==> config.mk <==
export PLATFORM = sky130hd
export DESIGN_NAME = moore_sel_fsm
export DESIGN_NICKNAME = d
export VERILOG_FILES = /design/src/rtl/moore_pkg.sv /design/src/rtl/moore_next_idx.sv /design/src/rtl/moore_sel_fsm.sv
export SDC_FILE = /design/constraint.sdc
export NUM_CORES = 1
export LEC_CHECK = 0
export ABC_AREA = 1
export CORE_ASPECT_RATIO = 1.2
export CORE_UTILIZATION = 40
export CTS_BUF_LIST = sky130_fd_sc_hd__clkbuf_16
export CTS_CLUSTER_SIZE = 28
export DETAILED_ROUTE_END_ITERATION = 8
export PLACE_DENSITY = 0.84
export SETUP_SLACK_MARGIN = 0.2
export SYNTH_ARGS = -nofsm -noshare
export SYNTH_HDL_FRONTEND = slang
export SYNTH_HIERARCHICAL = 1
export SYNTH_SLANG_ARGS = --single-unit
==> constraint.sdc <==
create_clock -name clk -period 4.5 [get_ports clk]
set_clock_uncertainty 0.2 [all_clocks]
set_input_delay 0.675 -clock clk [delete_from_list [all_inputs] [get_ports clk]]
set_output_delay 0.675 -clock clk [all_outputs]
set_load 0.03 [all_outputs]
==> src/rtl/moore_pkg.sv <==
// Shared constants and types for the Moore channel selector.
package moore_pkg;

    // End-of-range behaviour of the index search
    localparam logic MODE_WRAP = 1'b0;
    localparam logic MODE_SAT  = 1'b1;

    // Step direction encoding on the dir input
    localparam logic DIR_UP    = 1'b0;
    localparam logic DIR_DOWN  = 1'b1;

    // Action chosen for the state register on the coming edge
    typedef enum logic [1:0] {
        ACT_HOLD = 2'd0,
        ACT_LOAD = 2'd1,
        ACT_STEP = 2'd2,
        ACT_FIX  = 2'd3
    } act_e;

endpackage

==> src/rtl/moore_next_idx.sv <==
// Rotating priority search: from index cur, find the nearest enabled channel
// in the requested direction, either wrapping modulo N or stopping at the end.
module moore_next_idx
    import moore_pkg::*;
#(
    parameter int   N   = 4,
    parameter logic SAT = MODE_WRAP,
    localparam int  SW  = $clog2(N)
) (
    input  logic [SW-1:0] cur,
    input  logic          dir,
    input  logic [N-1:0]  mask,
    output logic [SW-1:0] nxt,
    output logic          found,
    output logic          crossed
);

    int            cand_s;
    logic [SW-1:0] idx_s;
    logic          over_s;
    logic          hit_s;

    // Walk distances 1..N and keep the first enabled hit; distance N lands on cur
    always_comb begin
        nxt     = cur;
        found   = 1'b0;
        crossed = 1'b0;
        cand_s  = 0;
        idx_s   = cur;
        over_s  = 1'b0;
        hit_s   = 1'b0;
        for (int k = 1; k <= N; k++) begin
            cand_s  = (dir == DIR_DOWN) ? (int'(cur) - k) : (int'(cur) + k);
            over_s  = (cand_s < 0) || (cand_s >= N);
            cand_s  = (cand_s < 0)  ? (cand_s + N) :
                      (cand_s >= N) ? (cand_s - N) : cand_s;
            idx_s   = cand_s[SW-1:0];
            // In saturate mode positions past the end are never candidates
            hit_s   = !found && !((SAT == MODE_SAT) && over_s) && mask[idx_s];
            nxt     = hit_s ? idx_s : nxt;
            // Landing back on cur after a full lap is not a boundary crossing
            crossed = hit_s ? (over_s && (idx_s != cur)) : crossed;
            found   = found | hit_s;
        end
    end

endmodule

==> src/rtl/moore_sel_fsm.sv <==
// Moore channel selector: state index register with load/advance, a wrap
// pulse register, and an output mux selecting din slice[state].
module moore_sel_fsm
    import moore_pkg::*;
#(
    parameter int   W   = 8,
    parameter int   N   = 4,
    parameter logic SAT = MODE_WRAP,
    localparam int  SW  = $clog2(N)
) (
    input  logic            clk,
    input  logic            rst,
    input  logic            adv,
    input  logic            dir,
    input  logic            ld,
    input  logic [SW-1:0]   ld_state,
    input  logic [N-1:0]    en_mask,
    input  logic [N*W-1:0]  din,
    output logic [W-1:0]    y,
    output logic [SW-1:0]   state,
    output logic            wrap,
    output logic            all_masked
);

    logic [SW-1:0] state_r;
    logic [SW-1:0] state_nxt_s;
    logic          wrap_r;
    logic          wrap_nxt_s;
    logic [SW-1:0] srch_nxt_s;
    logic          srch_found_s;
    logic          srch_crossed_s;
    logic          state_bad_s;
    logic          ld_ok_s;
    act_e          act_s;

    moore_next_idx #(
        .N   (N),
        .SAT (SAT)
    ) u_next_idx (
        .cur     (state_r),
        .dir     (dir),
        .mask    (en_mask),
        .nxt     (srch_nxt_s),
        .found   (srch_found_s),
        .crossed (srch_crossed_s)
    );

    // Decide the register action: recover illegal state, then load, then advance
    always_comb begin
        state_bad_s = (int'(state_r) >= N);
        ld_ok_s     = (int'(ld_state) < N);
        if (state_bad_s) begin
            act_s = ACT_FIX;
        end else if (ld) begin
            // An out-of-range load swallows the cycle: adv is not looked at
            act_s = ld_ok_s ? ACT_LOAD : ACT_HOLD;
        end else if (adv && srch_found_s) begin
            act_s = ACT_STEP;
        end else begin
            act_s = ACT_HOLD;
        end
    end

    // Next state and next wrap pulse for the chosen action
    always_comb begin
        state_nxt_s = state_r;
        wrap_nxt_s  = 1'b0;
        case (act_s)
            ACT_LOAD: begin
                state_nxt_s = ld_state;
                wrap_nxt_s  = 1'b0;
            end
            ACT_STEP: begin
                state_nxt_s = srch_nxt_s;
                wrap_nxt_s  = srch_crossed_s;
            end
            ACT_FIX: begin
                state_nxt_s = {SW{1'b0}};
                wrap_nxt_s  = 1'b0;
            end
            default: begin
                state_nxt_s = state_r;
                wrap_nxt_s  = 1'b0;
            end
        endcase
    end

    // State index and wrap pulse registers with synchronous reset
    always_ff @(posedge clk) begin
        if (rst) begin
            state_r <= {SW{1'b0}};
            wrap_r  <= 1'b0;
        end else begin
            state_r <= state_nxt_s;
            wrap_r  <= wrap_nxt_s;
        end
    end

    // Moore output mux; an unreachable out-of-range index shows channel 0
    always_comb begin
        y = din[W-1:0];
        for (int k = 0; k < N; k++) begin
            y = (int'(state_r) == k) ? din[k*W +: W] : y;
        end
    end

    // Mask status flag, independent of the state register
    always_comb begin
        all_masked = (en_mask == {N{1'b0}});
    end

    assign state = state_r;
    assign wrap  = wrap_r;

endmodule

==> impl_metrics.json, run 1 <==
{
  "ant_nets": 0,
  "cp.required_ps": 3620,
  "ys_top_cells_by_area": "nand2_1, nand2_2, nand3_1, inv_1, dfxtp_1",
  "worstSetupPathType": "flip-flop to output pin",
  "io_pins": 55,
  "cts_made_buffers": 3,
  "tritoncts": "yes",
  "p_leak_nw": 0.766,
  "crit_buf_inv": 1,
  "routed_wl_mm": 2.91,
  "antenna_cells": 0,
  "portBuffers": 54,
  "tightest_slew_ps": 827,
  "num-nets-final": 278,
  "multi_input_comb_area_um2": 709,
  "cp_top_family": "flip-flops",
  "max-slew-margin-rel_pct": 44.8,
  "netlist.top_cell.by_area": "nand2_1",
  "area_growth_pct": 70.5,
  "root_buffer": "clkbuf_16",
  "min_path_cells": 4,
  "grt_pass1_vias": 1181,
  "crit_slowest_cell": "dfxtp_1",
  "row_count": 18,
  "most-common-layout-cells": "nand2_1, clkdlybuf4s50_1, inv_1, nand3_1, nand2_2",
  "die_w_um": 45.3,
  "core_um2": 2090,
  "worst-path-max-fanout": 17,
  "post_drt_wl_per_cell_um": 11.2,
  "max-vdd-ir-drop_uv": 299,
  "layout-drive-gt1-share_pct": 13.0,
  "post_cts_buffers": 0,
  "drc": 0,
  "fin_crit_sh_pct": 68.5,
  "ff_latch_area_um2": 60.1,
  "vias": 1263,
  "clk_pin_slew_ps": 30,
  "grtUsageTotal_pct": 25.1,
  "yosys.area.top_type_share_pct": 32.1,
  "dp_hpwl_mm": 2.31,
  "clockBufferDepth": 2,
  "timing.final.setup_violations": 0,
  "maxSlewViolCount": 0,
  "grt_start_max_net_pins": 18,
  "fillers": 175,
  "ctsHtreeMaxLevel": 1,
  "layout_commonest_cell": "nand2_1",
  "synthCells": 174,
  "synth_area_um2": 900,
  "slowest_delay_ps": 850,
  "rsz0062_at_grt": "false",
  "hold_start": "state[1]",
  "clk-insertion-delay-late_ps": 220,
  "rrSetupSlack_ps": 1840,
  "hold_slack_ps": 725,
  "cp-start-kind": "flip-flop",
  "avgSynthCellArea_um2": 5.17,
  "period_minus_slack_ps": 3080,
  "grt.overflow.total": 0,
  "ys_types": 21,
  "initial_core_util_pct": 43.0,
  "drt_first_pass_iters": 4,
  "cts_resized": 0,
  "crit_path_cell_trace": "nand2_4 -> nand3b_1 -> nand3_1 -> nand2_1 -> clkdlybuf4s50_1",
  "timing.fmax_mhz": 324,
  "max_cap_violations": 0,
  "die_area_um2": 2440,
  "ys_seq_elements": 3,
  "hold_buffers": 0,
  "cp-end-kind": "output pin",
  "hold_viol_final": 0,
  "status": "complete, no violations",
  "post-place-cells": 256,
  "hold_end": "state[1]",
  "regToRegEndpoint": "state[1]",
  "tns_ps": 0,
  "cts_sinks": 3,
  "r2r-start": "state[1]",
  "synthesis.nets": 221,
  "gp_congestion": 0.894,
  "hold_class": "flip-flop to flip-flop",
  "worstPathArrival_ps": 2210,
  "fin_util_pct": 73.2,
  "ys_warn_count": 6,
  "grt_first_pass_wirelength_mm": 4.65,
  "powerDensity_nw_per_um2": 259,
  "synth-seq-area-share_pct": 6.68,
  "vias_per_cell": 4.86,
  "layoutNonFillerInstCount": 260,
  "drt_iter0_drc": 31,
  "worstRegToRegCells": 16,
  "antenna_found_initial": 0,
  "die_h_um": 54.0
}
## cells by family after synthesis
| kind of cell | share of synthesized area, % |
|---|---|
| AO/OA/AOI/OAI | 4.45 |
| adder cells (fa/ha/maj) | 5.56 |
| buffers and inverters | 14.5 |
| flip-flops | 6.68 |
| AND/OR/NAND/NOR | 68.8 |
## worst max path at each step
stage                    start         end  cells after the start
finish                state[0]        y[2]                      5
global placement    en_mask[1]  all_masked                      3
CTS                   state[0]        y[2]                      5
floorplan           en_mask[1]  all_masked                      1
global route          state[0]        y[1]                      5
detailed placement  en_mask[1]  all_masked                      3
## power breakdown
part           leakage, nW  switching (W)  internal [W]  total (W)
Combinational        0.699       0.000120     0.0000994   0.000220
Sequential          0.0246      0.0000105     0.0000289  0.0000394
Clock               0.0423      0.0000243      0.000115   0.000139
Total                0.766       0.000155      0.000243   0.000398
## worst register-to-register path, cell delays in order (launching register included)
cell and delay [ps]:
dfxtp_1 730, inv_1 240, ha_1 390, inv_1 80
nand2_1 70, nand2_2 80, nand2_1 110, nand2_2 90
nor2_2 110, nand2_1 60, nand2_1 80, nand2_1 50
nand2_1 50, inv_1 30, nor2_1 90, nor2_1 60
nor2_1 80
## cell type report
cell class / count / area share (%)
flip-flops and latches: 3 / 3.92
inverters: 25 / 7.01
clock inverters: 1 / 0.245
well taps: 30 / 2.45
clock buffers: 3 / 4.89
multi-input cells: 144 / 46.2
repair buffers: 54 / 35.2
## synthesized netlist by cell type
cell	count
nand3_1	17
dfxtp_1	3
nand2_4	2
nand2_2	16
inv_1	18
nor4_1	1
nor3b_1	1
nand4_1	1
nor2_2	1
ha_1	4
nand3b_1	6
nand3_4	1
inv_4	2
clkinv_2	1
o21ai_0	7
nor2_1	9
inv_2	3
o21ai_1	1
buf_6	2
nand2_1	77
inv_8	1
## per-layer routing
layer  vias to the layer above  global-route usage (%)  share of wire, %  routed length [µm]
met5                         -                       0                 0                   0
met4                         0                    7.58               1.5                  45
met3                         6                    5.37               7.3                 214
met2                        60                    51.0                53                1550
met1                       546                    24.3                38                1110
li1                        651                       -                 -                   -
## through the flow
stage	area (µm²)	worst slack, ps	total power [W]
after floorplan	900	1950	0.000174
after global placement	1460	1490	0.000253
after detailed placement	1460	1480	0.000258
after CTS	1530	1390	0.000399
after global routing	1530	1290	0.000427
final	1530	1420	0.000398
## state kept, by name, summed over array words and instances (netlist names)
register and flops:
state 2, wrap 1
No activity file was read; power rests on OpenSTA's default activity.
==> inputs of run 2 (changes only) <==
CORE_UTILIZATION = 34   (was 40)
PLACE_DENSITY = 0.76   (was 0.84)
clock period = 2.73 ns   (was 4.5 ns; I/O delays follow)
==> impl_metrics.json, run 2 (synthesized netlist as in run 1, its figures left out) <==
{
  "worstSetupPathType": "flip-flop to output pin",
  "endpoint": "y[5]",
  "cts_made_buffers": 3,
  "gp_congestion": 0.868,
  "layout-drive-gt1-share_pct": 15.0,
  "routed_wl_mm": 2.57,
  "worstPathArrival_ps": 1810,
  "grt_first_pass_wirelength_mm": 4.52,
  "fin_crit_sh_pct": 88.6,
  "hold_buffers": 0,
  "tns_ps": 0,
  "portBuffers": 54,
  "multi_input_comb_area_um2": 709,
  "dp_hpwl_mm": 2.06,
  "largest_register_ffs": 2,
  "maxSlewViolCount": 0,
  "row_count": 20,
  "rrSetupSlack_ps": 530,
  "p_leak_nw": 0.826,
  "wl_met1_mm": 1.11,
  "most-common-layout-cells": "nand2_1, clkdlybuf4s50_1, inv_1, nand3_1, nand2_2",
  "num-nets-final": 281,
  "timing.fmax_mhz": 413,
  "clk_pin_slew_ps": 30,
  "post_cts_buffers": 0,
  "post_drt_wl_per_cell_um": 9.67,
  "clk-insertion-delay-late_ps": 220,
  "regToRegEndpoint": "state[0]",
  "die_h_um": 58.3,
  "ff_latch_area_um2": 62.6,
  "r2r-start": "state[1]",
  "core_um2": 2530,
  "drt_first_pass_iters": 4,
  "grt_start_max_net_pins": 11,
  "area_growth_pct": 74.8,
  "period_minus_slack_ps": 2420,
  "max-vdd-ir-drop_uv": 404,
  "tritoncts": "yes",
  "die_area_um2": 2860,
  "root_buffer": "clkbuf_16",
  "status": "complete, no violations",
  "antenna_cells": 0,
  "cp.required_ps": 2120,
  "worst-path-max-fanout": 10,
  "vias": 1205,
  "ctsHtreeMaxLevel": 1,
  "antenna_found_initial": 0,
  "grt_pass1_vias": 1117,
  "fillers": 254,
  "cp-start-kind": "flip-flop",
  "timing.final.setup_violations": 0,
  "cp-end-kind": "output pin",
  "worstRegToRegCells": 15,
  "clockBufferDepth": 2,
  "tightest_slew_ps": 317,
  "powerDensity_nw_per_um2": 416,
  "vias_per_cell": 4.53,
  "cts_sinks": 3,
  "rsz0062_at_grt": "false",
  "route.met3.wl_um": 172,
  "hold_viol_final": 0,
  "hold_class": "flip-flop to flip-flop",
  "layout_commonest_cell": "nand2_1",
  "ant_nets": 0,
  "die_w_um": 49.0,
  "power.total_w": 0.000654,
  "crit_path_start": "state[1]",
  "drc": 0,
  "io_pins": 55,
  "grtUsageTotal_pct": 19.6,
  "max_cap_violations": 0,
  "wl_met2_mm": 1.29,
  "topRoutingLayerUsed": "met3",
  "grt.overflow.total": 0,
  "initial_core_util_pct": 35.6,
  "max-slew-margin-rel_pct": 78.8,
  "drt_iter0_drc": 20
}
run 2: repair_timing:
item,in CTS,in global routing
pin swaps,0,0
resized for setup,2,4
endpoints found under the setup margin,6,5
run 2: stage by stage:
step           instance area (µm²)  util (%)  hold slack [ps]  setup slack, ps  std cells
5_1_grt                       1570      62.2              537              203        266
3_3_place_gp                  1480      58.6              555              229        262
4_1_cts                       1560      61.8              482              239        266
2_1_floorplan                  900         -              282              348        174
3_5_place_dp                  1480      58.6              563              188        262
6_report                      1570      62.2              475              311        266
run 2: power breakdown:
part           switching [W]  internal, W   total, W
Sequential         0.0000102    0.0000484  0.0000586
Combinational       0.000201     0.000168   0.000369
Clock              0.0000378     0.000189   0.000226
run 2: worst min path at each step:
stage	from	end	slack [ps]	cells past startpoint
6_report	state[1]	state[1]	470	4
5_1_grt	state[1]	state[1]	540	4
4_1_cts	state[1]	state[1]	480	4
3_5_place_dp	state[1]	state[1]	560	4
3_3_place_gp	state[1]	state[1]	560	4
2_1_floorplan	rst	state[0]	280	1
run 2: area by class of cell:
type                            instances  area share [%]
Multi-Input combinational cell        144            45.1
Timing Repair Buffer                   57            36.4
Inverter                               25            6.84
Clock buffer                            3            4.77
Sequential cell                         3            3.98
Tap cell                               33            2.63
Clock inverter                          1           0.239
run 2: critical path, cell delays in order, from the launching register on:
cell,delay [ps]
dfxtp_2,430
buf_4,190
nand2_4,80
nand3b_1,90
nand3_1,70
nand2_1,60
clkdlybuf4s50_1,660
run 2: metal layers:
metal / global-route usage (%) / up-vias
met5: 0 / -
met4: 3.78 / 0
met3: 3.62 / 0
met2: 38.7 / 41
met1: 21.9 / 509
li1: - / 655
